File: config.mk
export PLATFORM = sky130hd
export DESIGN_NAME = inst_fetch_ctrl_flat
export DESIGN_NICKNAME = d
export VERILOG_FILES = /design/src/rtl/inst_fetch_ctrl_if.sv /design/src/rtl/inst_fetch_ctrl.sv /design/src/flat_wrapper.sv
export SDC_FILE = /design/constraint.sdc
export NUM_CORES = 1
export LEC_CHECK = 0
export ABC_CLOCK_PERIOD_IN_PS = 4000
export CAP_MARGIN = 40
export CORE_MARGIN = 2
export CORE_UTILIZATION = 26
export DETAILED_ROUTE_END_ITERATION = 16
export GPL_ROUTABILITY_DRIVEN = 0
export SKIP_LAST_GASP = 1
export SYNTH_ARGS = -nofsm -noshare
export SYNTH_HDL_FRONTEND = slang
export SYNTH_SLANG_ARGS = --single-unit
File: constraint.sdc
create_clock -name clk -period 4 [get_ports clk]
set_input_delay 0.6 -clock clk [delete_from_list [all_inputs] [get_ports clk]]
set_output_delay 0.6 -clock clk [all_outputs]
set_load 0.02 [all_outputs]
File: src/rtl/inst_fetch_ctrl_if.sv
// ROM read port and decode-side handshake of the fetch sequencer.
// master = fetch controller, slave = ROM/decode side.
interface inst_fetch_ctrl_if;
  logic [31:0] rom_addr;
  logic [31:0] rom_inst;
  logic        out_valid;
  logic        out_ready;
  logic [31:0] out_inst;
  logic [31:0] out_pc;

  modport master (
    output rom_addr, out_valid, out_inst, out_pc,
    input  rom_inst, out_ready
  );

  modport slave (
    input  rom_addr, out_valid, out_inst, out_pc,
    output rom_inst, out_ready
  );
endinterface

File: src/rtl/inst_fetch_ctrl.sv
// Fetch sequencer: owns the fetch PC, reads the instruction ROM and queues
// {pc, inst} words into a prefetch FIFO that drains to decode.
//
// state    | meaning
// ---------+-----------------------------------------------------------
// S_IDLE   | fetch disabled (en may rise and fetch in the same cycle)
// S_RUN    | fetching one word per cycle while the FIFO has room
// S_HALTED | halt opcode queued; no fetches until a redirect
module inst_fetch_ctrl #(
  parameter logic [31:0] RESET_PC  = 32'h0000_0000,
  parameter int          DEPTH     = 2,
  parameter logic [31:0] HALT_INST = 32'hFFFF_FFFF,
  localparam int         CW        = $clog2(DEPTH + 1),
  localparam int         PW        = $clog2(DEPTH)
) (
  input  logic                clk,
  input  logic                rst_n,
  input  logic                en,
  input  logic                redirect_valid,
  input  logic [31:0]         redirect_pc,
  inst_fetch_ctrl_if.master   bus,
  output logic [CW-1:0]       fifo_count,
  output logic                halted
);

  typedef enum logic [1:0] {
    S_IDLE   = 2'd0,
    S_RUN    = 2'd1,
    S_HALTED = 2'd2
  } state_t;

  state_t         state_q, state_d;
  logic [31:0]    fetch_pc_q;
  logic [PW-1:0]  head_q, tail_q;
  logic [CW-1:0]  count_q;
  logic [31:0]    mem_pc   [DEPTH];
  logic [31:0]    mem_inst [DEPTH];

  logic valid;
  logic full;
  logic pop;
  logic fetch;

  assign valid = (count_q != '0);
  assign full  = (count_q == CW'(DEPTH));
  assign pop   = valid & bus.out_ready;
  // A pop in the same cycle frees the slot the new word lands in.
  assign fetch = en & ~redirect_valid & (state_q != S_HALTED) & (~full | pop);

  always_comb begin
    state_d = state_q;
    if (redirect_valid) begin
      state_d = en ? S_RUN : S_IDLE;
    end else begin
      unique case (state_q)
        S_IDLE, S_RUN: begin
          if (fetch && (bus.rom_inst == HALT_INST)) state_d = S_HALTED;
          else if (en)                              state_d = S_RUN;
          else                                      state_d = S_IDLE;
        end
        S_HALTED: state_d = S_HALTED;
        default:  state_d = S_IDLE;
      endcase
    end
  end

  always_ff @(posedge clk or negedge rst_n) begin
    if (!rst_n) begin
      state_q    <= S_IDLE;
      fetch_pc_q <= RESET_PC & ~32'd3;
      head_q     <= '0;
      tail_q     <= '0;
      count_q    <= '0;
    end else begin
      state_q <= state_d;
      if (redirect_valid) begin
        fetch_pc_q <= redirect_pc & ~32'd3;
        head_q     <= '0;
        tail_q     <= '0;
        count_q    <= '0;
      end else begin
        if (fetch) begin
          fetch_pc_q <= fetch_pc_q + 32'd4;
          tail_q     <= tail_q + PW'(1);
        end
        if (pop) head_q <= head_q + PW'(1);
        if (fetch && !pop)      count_q <= count_q + CW'(1);
        else if (!fetch && pop) count_q <= count_q - CW'(1);
      end
    end
  end

  // Storage is cleared on reset so the head reads as zero until the first push.
  always_ff @(posedge clk or negedge rst_n) begin
    if (!rst_n) begin
      for (int i = 0; i < DEPTH; i++) begin
        mem_pc[i]   <= '0;
        mem_inst[i] <= '0;
      end
    end else if (fetch) begin
      mem_pc[tail_q]   <= fetch_pc_q;
      mem_inst[tail_q] <= bus.rom_inst;
    end
  end

  assign bus.rom_addr  = {2'b00, fetch_pc_q[31:2]};
  assign bus.out_valid = valid;
  assign bus.out_inst  = mem_inst[head_q];
  assign bus.out_pc    = mem_pc[head_q];
  assign fifo_count    = count_q;
  assign halted        = (state_q == S_HALTED);

endmodule

File: src/flat_wrapper.sv
// flat-port wrapper written by rule: the top's interface ports become plain ports
module inst_fetch_ctrl_flat 
#(
  parameter logic [31:0] RESET_PC  = 32'h0000_0000,
  parameter int          DEPTH     = 2,
  parameter logic [31:0] HALT_INST = 32'hFFFF_FFFF,
  localparam int         CW        = $clog2(DEPTH + 1),
  localparam int         PW        = $clog2(DEPTH)
)
  (clk, rst_n, en, redirect_valid, redirect_pc, fifo_count, halted, bus_rom_addr, bus_out_valid, bus_out_inst, bus_out_pc, bus_rom_inst, bus_out_ready);
  inst_fetch_ctrl_if bus_i ();
  input  logic clk;
  input  logic rst_n;
  input  logic en;
  input  logic redirect_valid;
  input  logic [31:0] redirect_pc;
  output logic [CW-1:0] fifo_count;
  output logic halted;
  output wire logic [$bits(bus_i.rom_addr)-1:0] bus_rom_addr;
  output wire logic [$bits(bus_i.out_valid)-1:0] bus_out_valid;
  output wire logic [$bits(bus_i.out_inst)-1:0] bus_out_inst;
  output wire logic [$bits(bus_i.out_pc)-1:0] bus_out_pc;
  input wire logic [$bits(bus_i.rom_inst)-1:0] bus_rom_inst;
  input wire logic [$bits(bus_i.out_ready)-1:0] bus_out_ready;
  assign bus_rom_addr = bus_i.rom_addr;
  assign bus_out_valid = bus_i.out_valid;
  assign bus_out_inst = bus_i.out_inst;
  assign bus_out_pc = bus_i.out_pc;
  assign bus_i.rom_inst = bus_rom_inst;
  assign bus_i.out_ready = bus_out_ready;
  inst_fetch_ctrl #(.RESET_PC(RESET_PC), .DEPTH(DEPTH), .HALT_INST(HALT_INST)) u_core (.clk(clk), .rst_n(rst_n), .en(en), .redirect_valid(redirect_valid), .redirect_pc(redirect_pc), .bus(bus_i), .fifo_count(fifo_count), .halted(halted));
endmodule
==> metrics list, run 1 <==
* Clk pwr share: 29.5%
- DP Area: 9560 um^2
- Most common cell in the synthesized netlist: sky130_fd_sc_hd__mux2_2
* Number of remaining DRC errors: 0
* Overflow left after global routing: 0
- Register area share after synthesis: 53.6%
* Total power per unit cell area: 524 nW/um^2
- Tracing the worst setup path back leads to its startpoint at u_core.head_q$_DFFE_PN0P_.
- Yosys printed 0 warnings.
* Largest area contributor in the netlist: sky130_fd_sc_hd__dfrtp_1
- Internal power contribution: 3.69 mW
- Yosys top cell area share: 53.6%
- Dividing the final minimum period by the clock period gives 68.4%.
- Worst r2r path cells: 5
- Slew headroom: 52.6%
* Half-perimeter wire length after placement: 12800 um
* Number of gates resized after cts: 0
- Initial detailed-routing violation count: 205
* Largest voltage drop on the vdd net: 0.000283 V
* Launch point of the worst reg-to-reg path: u_core.fifo_count[1]$_DFFE_PN0P_
- Setup repair after global routing missed its margin: no
- Clock tree synthesis selected as its root buffer the cell sky130_fd_sc_hd__clkbuf_16.
* Avg Synthesized Cell Area: 12.8 um^2
* Maximum count of clock buffers along a single path: 2
* Drt total wl: 19400 um
* Worst R2R Setup Slack: 1690 ps
* Fill cell count: 2836
- The die is 174 um wide.
* Antenna violations before repair: 0
* Antenna Cells: 0
* Slew @ Worst Pin: 705 ps
- In this run, synthesis inferred 0 flip-flops with an integrated enable.
- The critical path is of the reg2out type.
* Number of cells produced by synthesis: 582
* Net switching power of the design: 1.61 mW
* Vias per cell: 4.49
- Clock Sink Count: 160
- Synth async-reset ratio: 100%
- The first global-routing pass estimated 31600 um of wire.
* Number of distinct library cells after synthesis: 44
- Number of levels in the clock H-tree: 4
- In the post-synthesis netlist, the biggest area contributors are sky130_fd_sc_hd__dfrtp_1 (54%), sky130_fd_sc_hd__mux2_2 (28%), sky130_fd_sc_hd__xnor2_1 (2.3%).
* Fraction of power spent switching nets: 30.3%
- Fin Clk Skew: 10.4 ps
- The analysis attributes to cell leakage a power of 4.05 nW.
- Leading cell types by count after synthesis: sky130_fd_sc_hd__mux2_2 (185), sky130_fd_sc_hd__dfrtp_1 (160), sky130_fd_sc_hd__nand2_1 (43)
- Standard-cell row count: 62
- Critical path capture point type: output pin
* Launching element type of the critical path: register
- # port buffers: 162
* Core area: 28500 um^2
* Number of antenna-violating nets in the routed design: 0
- Compared with the post-synthesis result, the final layout area differs by 35.4%.
- Data arrives at the worst endpoint at 2140 ps.
- Minimum clock period after layout: 2740 ps
* Floorplan die height: 174 um
- Via count: 5108
* Routed wirelength normalized by instance count: 17.0 um
* Top FF cell, synth: sky130_fd_sc_hd__dfrtp_1
- Once the clock tree was built, the setup fixing pass inserted 0 buffers.
* Total Neg Setup Slack: 0 ps
- Clock tree synthesis inserted a total of 17 buffers.
* Total of flip-flops plus latches after synthesis: 160
* Share of power burned in combinational logic: 28.5%
- Of all nets on the critical path, the largest fanout is 63.
- In this run, flip-flops and latches consume 42.0% of the power.
* Outcome: finished clean
- Clock tree from TritonCTS: done
* Number of pins exceeding their max-slew limit in the final report: 0
* Clock Pin Slew Worst Setup and Hold Paths: 70 ps
- After synthesis the cells add up to 7470 um^2.
* Total setup violations reported at the end of the flow: 0
- Worst Hold Class: in2async
- Vias in the first global route: 5446
* Critical path required time: 3400 ps
- Max-cap violations in this run came to 0.
* Fraction of final layout cells with drive strength greater than 1: 31.7%
- # nets final: 811
- The final hold violation count is 0.
- Number of detailed-routing iterations run before antenna repair: 4
* End of the worst register-to-register path: u_core.mem_inst[17]$_DFFE_PN0P_
* Pin count of the biggest net entering global routing: 88
- The floorplan step defined a die boundary enclosing 30100 um^2.
* Number of buffers inserted by hold repair at cts: 0
- Highest clock frequency the design can meet: 365 MHz
* Top-level I/O count: 169
* All-layer global routing usage: 13.3%
- Initial standard-cell utilization of the core: 26.3%
- Clock Latency Late Sink: 420 ps
- Final design area excluding fillers: 10100 um^2
## layout by cell type (no fill, tap or decap), types with 2 or more instances in the layout
master,Yosys,routed
sky130_fd_sc_hd__nand2b_1,2,2
sky130_fd_sc_hd__nor2_1,12,12
sky130_fd_sc_hd__nor4_1,9,9
sky130_fd_sc_hd__inv_1,6,6
sky130_fd_sc_hd__nand3_4,1,2
sky130_fd_sc_hd__nand4_1,19,19
sky130_fd_sc_hd__clkdlybuf4s50_1,0,160
sky130_fd_sc_hd__a31oi_1,2,2
sky130_fd_sc_hd__conb_1,1,4
sky130_fd_sc_hd__nand2_1,43,43
sky130_fd_sc_hd__a41oi_1,2,2
sky130_fd_sc_hd__clkinv_4,0,5
sky130_fd_sc_hd__and2_1,2,2
sky130_fd_sc_hd__buf_4,10,8
sky130_fd_sc_hd__and4_1,2,2
sky130_fd_sc_hd__o21ai_0,30,30
sky130_fd_sc_hd__inv_6,0,4
sky130_fd_sc_hd__dfrtp_1,160,159
sky130_fd_sc_hd__xnor2_1,20,20
sky130_fd_sc_hd__mux2_2,185,185
sky130_fd_sc_hd__buf_12,0,3
sky130_fd_sc_hd__xor2_1,9,9
sky130_fd_sc_hd__nor3_1,4,4
sky130_fd_sc_hd__nor2b_1,2,2
sky130_fd_sc_hd__clkinvlp_4,0,3
sky130_fd_sc_hd__clkbuf_16,0,17
sky130_fd_sc_hd__inv_8,0,2
sky130_fd_sc_hd__nand3_1,7,7
sky130_fd_sc_hd__and3_1,8,8
## worst max-delay path by stage
stage,to,slack [ps],cells past startpoint
after CTS,bus_out_pc[2],1210,3
final,bus_out_inst[31],1260,3
after global placement,u_core.mem_inst[12]$_DFFE_PN0P_,990,6
after global routing,bus_out_inst[31],1180,3
after detailed placement,u_core.mem_inst[8]$_DFFE_PN0P_,970,6
after floorplan,u_core.mem_inst[0]$_DFFE_PN0P_,1880,6
## cell families (layout without fill, tap and decap cells)
family	Yosys count	in the layout	share of synthesized area, %
simple gates	121	121	8.86
buf+inv	43	212	2.81
mux	186	186	28.0
flops	160	160	53.6
fa+ha+maj	1	1	0.167
compound gates	41	41	3.13
xor+xnor	29	29	3.40
other cells	1	4	0.0502
## sequential cells by signal, summed over array words and instances (netlist names)
signal and cells:
u_core.fifo_count 2, u_core.mem_pc 60, u_core.mem_inst 64, u_core.fetch_pc_q 30, u_core.tail_q 1, u_core.head_q 1, u_core.state_q 2
## worst max-delay path, cell delays in order (launching register included)
cell                              delay [ps]
sky130_fd_sc_hd__dfrtp_2                 370
sky130_fd_sc_hd__buf_12                  350
sky130_fd_sc_hd__mux2_2                  390
sky130_fd_sc_hd__clkdlybuf4s50_1         570
## final cells by class
class                      instances  area, um^2  share of cell area [%]
clock inverter                    14         124                    1.22
timing repair buffer             174        1770                    17.4
multi-input combinational        382        3280                    32.5
inverter                           6        22.5                   0.223
tap                              384         480                    4.75
clock buffer                      18         439                    4.34
sequential                       160        4010                    39.6
## per-layer routing
| layer | share of wire [%] | vias up | global-route usage (%) |
|---|---|---|---|
| met2 | 47 | 96 | 21.8 |
| li1 | - | 2397 | - |
| met5 | 0 | - | 0 |
| met1 | 48 | 2608 | 18.0 |
| met4 | 0.68 | 0 | 2.61 |
| met3 | 3.6 | 7 | 3.22 |
## per-stage QoR
step	hold WS (ps)	instances	utilization [%]	power (mW)	worst slack (ps)
2_1_floorplan	304	585	-	3.10	1880
3_3_place_gp	466	1105	33.5	3.76	986
3_5_place_dp	478	1106	33.6	3.79	967
4_1_cts	190	1138	35.5	5.40	1210
5_1_grt	194	1138	35.5	5.60	1180
6_report	133	1138	35.5	5.30	1260
## power by group through the flow
stage	Sequential [mW]	Clock, mW	Combinational [mW]
finish	2.22	1.56	1.51
detailed placement	2.25	0	1.53
global placement	2.24	0	1.52
CTS	2.22	1.63	1.54
global route	2.28	1.69	1.63
floorplan	2.22	0	0.887
Power figures use the tool's default switching activity.
==> run 2: changes to the inputs <==
--- a/config.mk
+++ b/config.mk
@@ -5,7 +5,7 @@
 export SDC_FILE = /design/constraint.sdc
 export NUM_CORES = 1
 export LEC_CHECK = 0
-export ABC_CLOCK_PERIOD_IN_PS = 4000
+export ABC_CLOCK_PERIOD_IN_PS = 2600
 export CAP_MARGIN = 40
 export CORE_MARGIN = 2
 export CORE_UTILIZATION = 26
==> constraint.sdc (replaced) <==
create_clock -name clk -period 2.6 [get_ports clk]
set_input_delay 0.39 -clock clk [delete_from_list [all_inputs] [get_ports clk]]
set_output_delay 0.39 -clock clk [all_outputs]
set_load 0.02 [all_outputs]
==> run 2 against run 1 <==
  * Sequential cell count unchanged
  * Sequential share of layout area decreased by 0.52 points
  * Global-route usage about the same
==> metrics list, run 2 (same netlist as run 1, synthesis figures left out) <==
- Vias in the first global route: 5467 (was 5446)
* # port buffers: 162 (unchanged)
- The post-placement setup slack came to 137 ps (was 967 ps).
- Worst R2R Setup Slack: 370 ps (was 1690 ps)
* Most common cell after layout, fill and taps aside: sky130_fd_sc_hd__mux2_2 (unchanged)
- Final number of hold-violating endpoints: 0 (unchanged)
* End of the worst register-to-register path: u_core.fetch_pc_q[30]$_DFFE_PN0N_ (was u_core.mem_inst[17]$_DFFE_PN0P_)
- The sum of negative setup slack came to 0 ps (unchanged).
- The overall global routing resource usage was 13.3% (about the same).
* Fin Clk Skew: 10.3 ps (was 10.4 ps)
- The final antenna-violating net count was 0 (unchanged).
* Critical path required time: 2210 ps (was 3400 ps)
- The destination of the critical timing path was bus_out_pc[27] (was bus_out_inst[31]).
- The utilization after layout is 36.0% (was 35.5%).
* Combined buffer and inverter count along the critical path: 2 (unchanged)
- # nets final: 827 (was 811)
- Clock Pin Slew Worst Setup and Hold Paths: 70 ps (about the same)
- Highest clock frequency the design can meet: 404 MHz
- The final setup violation count came to 0 (unchanged).
- The post-detailed-route DRC marker count is 0 (unchanged).
* Clock tree from TritonCTS: done (unchanged)
- The kind of critical path is reg2out (unchanged).
- Fin worst setup slack: 128 ps (was 1260 ps)
- Outcome: finished clean (unchanged)
* Launch point of the worst reg-to-reg path: u_core.fetch_pc_q[2]$_DFFE_PN0N_ (was u_core.fifo_count[1]$_DFFE_PN0P_)
- The I/O pin count was 169 (unchanged).
- The max-slew violation count is 0 (unchanged).
- Standard-cell row count: 62 (unchanged)
* Half-perimeter wire length after placement: 13500 um (was 12800 um)
- Most flop-heavy register: u_core.mem_inst (unchanged)
* Pin count of the biggest net entering global routing: 57 (was 88)
- Count of placed standard cells in the final layout, fillers left out: 1155 (was 1138)
- Synth-to-layout area growth: 37.2% (was 35.4%)
- The number of H-tree levels came to 4 (unchanged).
- Worst Hold Class: in2reg (was in2async)
- Number of detailed-routing iterations run before antenna repair: 4 (unchanged)
- Total placed cells including tap cells: 1121 (was 1106)
* Cell depth of the worst setup path: 3 (unchanged)
* CP max FO: 27 (was 63)
- Final Cycle Share: 95.1%
- Initial detailed-routing violation count: 213 (was 205)
- Worst r2r path cells: 6 (was 5)
- The first-pass GRT wire length came to 31300 um (was 31600 um).
* Routed wirelength normalized by instance count: 16.9 um (was 17.0 um)
- Cell chain of the critical path: buf_6 > mux2_2 > clkdlybuf4s50_1 (was buf_12 > mux2_2 > clkdlybuf4s50_1)
- Minimum clock period after layout: 2470 ps
- Slew headroom: 64.3% (was 52.6%)
- Pwr Total: 8.16 mW (was 5.30 mW)
* Buffer cell driving the clock tree root: sky130_fd_sc_hd__clkbuf_16 (unchanged)
* Fraction of final layout cells with drive strength greater than 1: 32.9% (was 31.7%)
* Largest voltage drop on the vdd net: 0.000413 V (was 0.000283 V)
- Drt total wl: 19500 um (was 19400 um)
* Die ar.: 30100 um^2 (unchanged)
- Number of flip-flops under the largest register name: 64 (unchanged)
- The detail-routed via count per cell is 4.47 (was 4.49).
- Crit path largest cell delay: 560 ps (was 570 ps)
- Leakage power: 4.13 nW (was 4.05 nW)
- The maximum root-to-sink buffer count came to 2 (unchanged).
- Registers with the highest flip-flop counts: u_core.mem_inst (64), u_core.mem_pc (60), u_core.fetch_pc_q (30) (unchanged)
- Max Cap Viol: 0 (unchanged)
- Clock Sink Count: 160 (unchanged)
- Setup repair after global routing missed its margin: no (unchanged)
- Antenna violations before repair: 1 (was 0)
- The effective utilization at floorplan came to 26.3% (unchanged).
- The arrival time at the worst endpoint is 2080 ps (was 2140 ps).
- Critical path capture point type: output pin (unchanged)
- The core outline area came to 28500 um^2 (unchanged).
- Highest-count cells in the layout ignoring fill and taps: sky130_fd_sc_hd__mux2_2 (185), sky130_fd_sc_hd__clkdlybuf4s50_1 (160), sky130_fd_sc_hd__dfrtp_1 (159) (unchanged)
- The chip height is 174 um (unchanged).
- Critical-path cell with the highest stage delay: sky130_fd_sc_hd__clkdlybuf4s50_1 (unchanged)
- The floorplan die width is 174 um (unchanged).
* Clock Latency Late Sink: 430 ps (was 420 ps)
* Fill cell count: 2858 (was 2836)
- Slew @ Worst Pin: 535 ps (was 705 ps)
- The startpoint of the most critical setup path was u_core.head_q$_DFFE_PN0P_ (unchanged).
- Overflow left after global routing: 0 (unchanged)
- Launching element type of the critical path: register (unchanged)
- The cell area power density is 796 nW/um^2 (was 524 nW/um^2).
* Via count: 5163 (was 5108)
* Num CTS Buffers: 17 (unchanged)
* CP delay by family, top: buffers and inverters (unchanged)
## run 2: cell count changes in the layout (fill, tap and decap cells not counted)
| cell | previous run | this run |
|---|---|---|
| sky130_fd_sc_hd__buf_12 | 3 | 6 |
| sky130_fd_sc_hd__buf_16 | 1 | 0 |
| sky130_fd_sc_hd__buf_4 | 8 | 20 |
| sky130_fd_sc_hd__buf_6 | 1 | 2 |
| sky130_fd_sc_hd__clkbuf_1 | 0 | 1 |
| sky130_fd_sc_hd__clkbuf_8 | 1 | 0 |
| sky130_fd_sc_hd__clkinv_2 | 0 | 1 |
| sky130_fd_sc_hd__clkinv_4 | 5 | 3 |
| sky130_fd_sc_hd__clkinvlp_4 | 3 | 2 |
| sky130_fd_sc_hd__diode_2 | 0 | 1 |
| sky130_fd_sc_hd__dlygate4sd3_1 | 0 | 1 |
| sky130_fd_sc_hd__inv_6 | 4 | 6 |
## run 2: metal layers
| metal | up-vias | wire (um) | GRT usage, % |
|---|---|---|---|
| li1 | 2437 | - | - |
| met1 | 2599 | 9130 | 17.4 |
| met2 | 112 | 9380 | 22.1 |
| met3 | 15 | 805 | 3.27 |
| met4 | 0 | 218 | 3.71 |
| met5 | - | 0 | 0 |
## run 2: how the worst min path moves through the flow
stage	from	end	slack, ps	depth (start not counted)
after floorplan	rst_n	u_core.fetch_pc_q[10]$_DFFE_PN0N_	90	0
after global placement	rst_n	u_core.mem_inst[45]$_DFFE_PN0P_	400	1
after detailed placement	rst_n	u_core.mem_inst[45]$_DFFE_PN0P_	400	1
after CTS	redirect_valid	u_core.tail_q$_DFFE_PN0N_	330	2
after global routing	redirect_valid	u_core.tail_q$_DFFE_PN0N_	350	2
final	redirect_valid	u_core.tail_q$_DFFE_PN0N_	340	2
## run 2: power by group
group          leakage, nW  switching (mW)  internal, mW
registers             1.93           0.332          3.08
logic                 1.93            1.02          1.34
clock network        0.267            1.13          1.26
total                 4.13            2.48          5.68
## run 2: through the flow
step                hold slack, ps  instance area [um^2]
detailed placement             400                  9690
floorplan                     94.4                  7480
global route                   351                 10300
global placement               397                  9690
CTS                            325                 10300
finish                         340                 10300
## run 2: area by class of cell
type / instances / area (um^2) / area share, %
Tap cell: 384 / 480 / 4.69
Clock inverter: 14 / 121 / 1.18
Antenna cell: 1 / 2.50 / 0.0244
Multi-Input combinational cell: 382 / 3280 / 32.0
Timing Repair Buffer: 190 / 1910 / 18.6
Inverter: 6 / 22.5 / 0.220
Clock buffer: 18 / 429 / 4.18
Sequential cell: 160 / 4010 / 39.1
## run 2: what timing repair did
action                                  in CTS  in global routing
endpoints found under the hold margin       52                  0
gates resized for setup                      1                  0
endpoints found under the setup margin       4                  0
setup buffers                                0                  0
hold buffers                                 1                  0
## run 2: worst reg2reg max path, stage by stage, from the launching register on
cell	delay [ps]
sky130_fd_sc_hd__dfrtp_1	470
sky130_fd_sc_hd__ha_1	270
sky130_fd_sc_hd__nand3_4	100
sky130_fd_sc_hd__nor4_4	540
sky130_fd_sc_hd__or4b_1	520
sky130_fd_sc_hd__xor2_1	150
sky130_fd_sc_hd__o21ai_1	70
==> run 3: changes to the inputs <==
==> constraint.sdc (replaced) <==
create_clock -name clk -period 2.6 [get_ports clk]
set_input_delay 0.39 -clock clk [delete_from_list [all_inputs] [get_ports clk]]
set_output_delay 0.39 -clock clk [all_outputs]
set_load 0.1 [all_outputs]
==> run 3 against run 2 <==
  * Setup slack improved by 170 ps
  * Combinational power rose by 110%
  * Largest power group is now combinational logic
  * Sequential share of layout area fell by 1.9 points
  * Final cell count fell by 0.43%
  * Clock skew rose by 3.9 ps
  * Sequential power barely moved
  * Non-clock buffer count fell by 4
==> metrics list, run 3 (same netlist as run 1, synthesis figures left out) <==
* Outcome: finished clean (unchanged)
- Critical path required time: 2210 ps (about the same)
- The final setup violation count is 0 (unchanged).
- The end of the worst register-to-register path was u_core.fetch_pc_q[30]$_DFFE_PN0N_ (unchanged).
* Routed wirelength normalized by instance count: 16.8 um (was 16.9 um)
- Leakage power: 4.50 nW (was 4.13 nW)
* Antenna violations before repair: 1 (unchanged)
* Final number of hold-violating endpoints: 0 (unchanged)
- The setup slack of the worst register-to-register path was 430 ps (was 370 ps).
- The critical path capture point type is an output pin (unchanged).
- Vias per cell: 4.45 (was 4.47)
- The clock buffer count from CTS came to 17 (unchanged).
* Top-level I/O count: 169 (unchanged)
- Startpoint of the worst hold path: redirect_valid (unchanged)
- Initial detailed-routing violation count: 247 (was 213)
- Clock Latency Late Sink: 430 ps (about the same)
* Worst r2r path cells: 6 (unchanged)
* Max Cap Viol: 0 (unchanged)
- The cell area power density was 1010 nW/um^2 (was 796 nW/um^2).
* Slew @ Worst Pin: 660 ps (was 535 ps)
* Floorplan die height: 174 um (unchanged)
- Antenna Cells: 0 (was 1)
- The largest register by flop count is u_core.mem_inst (unchanged).
- Slew headroom: 56.0% (was 64.3%)
- CP max FO: 16 (was 27)
- The most frequent standard cell in the layout excluding fill and tap cells was sky130_fd_sc_hd__mux2_2 (unchanged).
- The area of the die is 30100 um^2 (unchanged).
* Buffer cell driving the clock tree root: sky130_fd_sc_hd__clkbuf_16 (unchanged)
- Crit path kind: reg2out (unchanged)
- The post-route clock skew was 14.1 ps (was 10.3 ps).
- The final net count is 823 (was 827).
- Final Cycle Share: 88.6% (was 95.1%)
- Synth-to-layout area growth: 44.3% (was 37.2%)
- The worst reg2reg path startpoint is u_core.fetch_pc_q[3]$_DFFE_PN0N_ (was u_core.fetch_pc_q[2]$_DFFE_PN0N_).
* Number of flip-flops under the largest register name: 64 (unchanged)
- The maximum root-to-sink buffer count is 2 (unchanged).
- The arrival time at the worst endpoint came to 1910 ps (was 2080 ps).
* Via count: 5112 (was 5163)
* All-layer global routing usage: 13.2% (was 13.3%)
* Number of levels in the clock H-tree: 4 (unchanged)
- Highest clock frequency the design can meet: 434 MHz (was 404 MHz)
* Drt total wl: 19300 um (was 19500 um)
- Number of pins exceeding their max-slew limit in the final report: 0 (unchanged)
- Setup repair after global routing missed its margin: no (unchanged).
- Hold Path Sink: u_core.tail_q$_DFFE_PN0N_ (unchanged)
* Initial standard-cell utilization of the core: 26.3% (unchanged)
- The largest net degree at the start of global routing came to 61 (was 57).
* Clock tree from TritonCTS: done (unchanged)
- The final antenna-violating net count was 0 (unchanged).
- Standard-cell row count: 62 (unchanged)
- The first-pass iteration count of the detailed router came to 4 (unchanged).
- The share of cells above drive strength 1 was 45.4% (was 32.9%).
- The minimum period implied by the final worst setup slack is 2300 ps (was 2470 ps).
- The detailed placer's ending HPWL was 13500 um (about the same).
* Clock Sink Count: 160 (unchanged)
* Overflow left after global routing: 0 (unchanged)
- The number of I/O port buffers was 162 (unchanged).
- Core utilization of the finished layout: 37.9% (was 36.0%)
- Wire length of the first global-routing pass: 31000 um (was 31300 um)
* Vias in the first global route: 5324 (was 5467)
* Die width: 174 um (unchanged)
* Core area: 28500 um^2 (unchanged)
- The critical path launch point type was a register (unchanged).
- Worst hold path stage count: 3 (was 2)
- The CTS clock-pin slew for the worst setup and hold paths was 70 ps (about the same).
- Pwr Total: 10.9 mW (was 8.16 mW)
- Highest-count cells in the layout ignoring fill and taps: sky130_fd_sc_hd__mux2_2 (185), sky130_fd_sc_hd__dfrtp_1 (157), sky130_fd_sc_hd__buf_12 (70) (was sky130_fd_sc_hd__mux2_2 (185), sky130_fd_sc_hd__clkdlybuf4s50_1 (160), sky130_fd_sc_hd__dfrtp_1 (159)).
* Worst Hold Class: in2reg (unchanged)
- Number of remaining DRC errors: 0 (unchanged)
- Registers with the highest flip-flop counts: u_core.mem_inst (64), u_core.mem_pc (60), u_core.fetch_pc_q (30) (unchanged).
* Total Neg Setup Slack: 0 ps (unchanged)
- The worst voltage drop across the vdd grid came to 0.000605 V (was 0.000413 V).
## run 3: cell count changes in the layout (fill, tap and decap cells not counted), moves of 2 or more
cell	previous run	this run
sky130_fd_sc_hd__dfrtp_1	159	157
sky130_fd_sc_hd__inv_8	2	4
sky130_fd_sc_hd__buf_4	20	49
sky130_fd_sc_hd__clkinv_2	1	3
sky130_fd_sc_hd__inv_6	6	3
sky130_fd_sc_hd__buf_12	6	70
sky130_fd_sc_hd__clkdlybuf4s50_1	160	64
## run 3: worst max-delay path by stage
stage / from / cells after the start / end / slack (ps)
global route: u_core.head_q$_DFFE_PN0P_ / 3 / bus_out_pc[25] / 210
CTS: u_core.head_q$_DFFE_PN0P_ / 3 / bus_out_pc[25] / 240
global placement: bus_out_ready / 6 / u_core.mem_inst[16]$_DFFE_PN0P_ / 180
floorplan: u_core.fifo_count[1]$_DFFE_PN0P_ / 6 / u_core.mem_pc[5]$_DFFE_PN0P_ / 70
finish: u_core.head_q$_DFFE_PN0P_ / 3 / bus_out_pc[25] / 300
detailed placement: bus_out_ready / 6 / u_core.mem_inst[24]$_DFFE_PN0P_ / 150
## run 3: layer usage
layer / part of all wire [%] / global-route usage (%)
met5: 0.067 / 0
met4: 0.99 / 3.28
met3: 5.2 / 4.08
met2: 48 / 20.7
met1: 46 / 17.8
## run 3: per-stage QoR
step	hold WS, ps	setup WS [ps]	std cells	instance area (um^2)
after floorplan	94.4	65.5	585	7490
after global placement	442	182	1117	10200
after detailed placement	435	155	1117	10200
after CTS	461	241	1150	10800
after global routing	482	211	1150	10800
final	466	295	1150	10800
## run 3: what timing repair did
action / 4_1_cts / 5_1_grt
setup buffers: 0 / 0
hold buffers: 1 / 0
gates resized for setup: 0 / 0
endpoints found under the hold margin: 56 / 0
## run 3: worst max-delay path, cell delays in order (launching register included)
cell                      delay (ps)
sky130_fd_sc_hd__dfrtp_4         610
sky130_fd_sc_hd__buf_4           290
sky130_fd_sc_hd__mux2_2          400
sky130_fd_sc_hd__buf_12          170
## run 3: final cells by class
cell class	count	area, um^2
Inverter	6	22.5
Clock inverter	15	128
Fill cell	2741	17700
Multi-Input combinational cell	382	3280
Tap cell	384	480
Timing Repair Buffer	186	2440
Sequential cell	160	4010
Clock buffer	17	425
## run 3: power breakdown
part	total [mW]	switching, mW	internal [mW]
sequential	3.43	0.347	3.08
combinational	5.03	3.12	1.91
clock	2.40	1.15	1.26
total	10.9	4.62	6.25
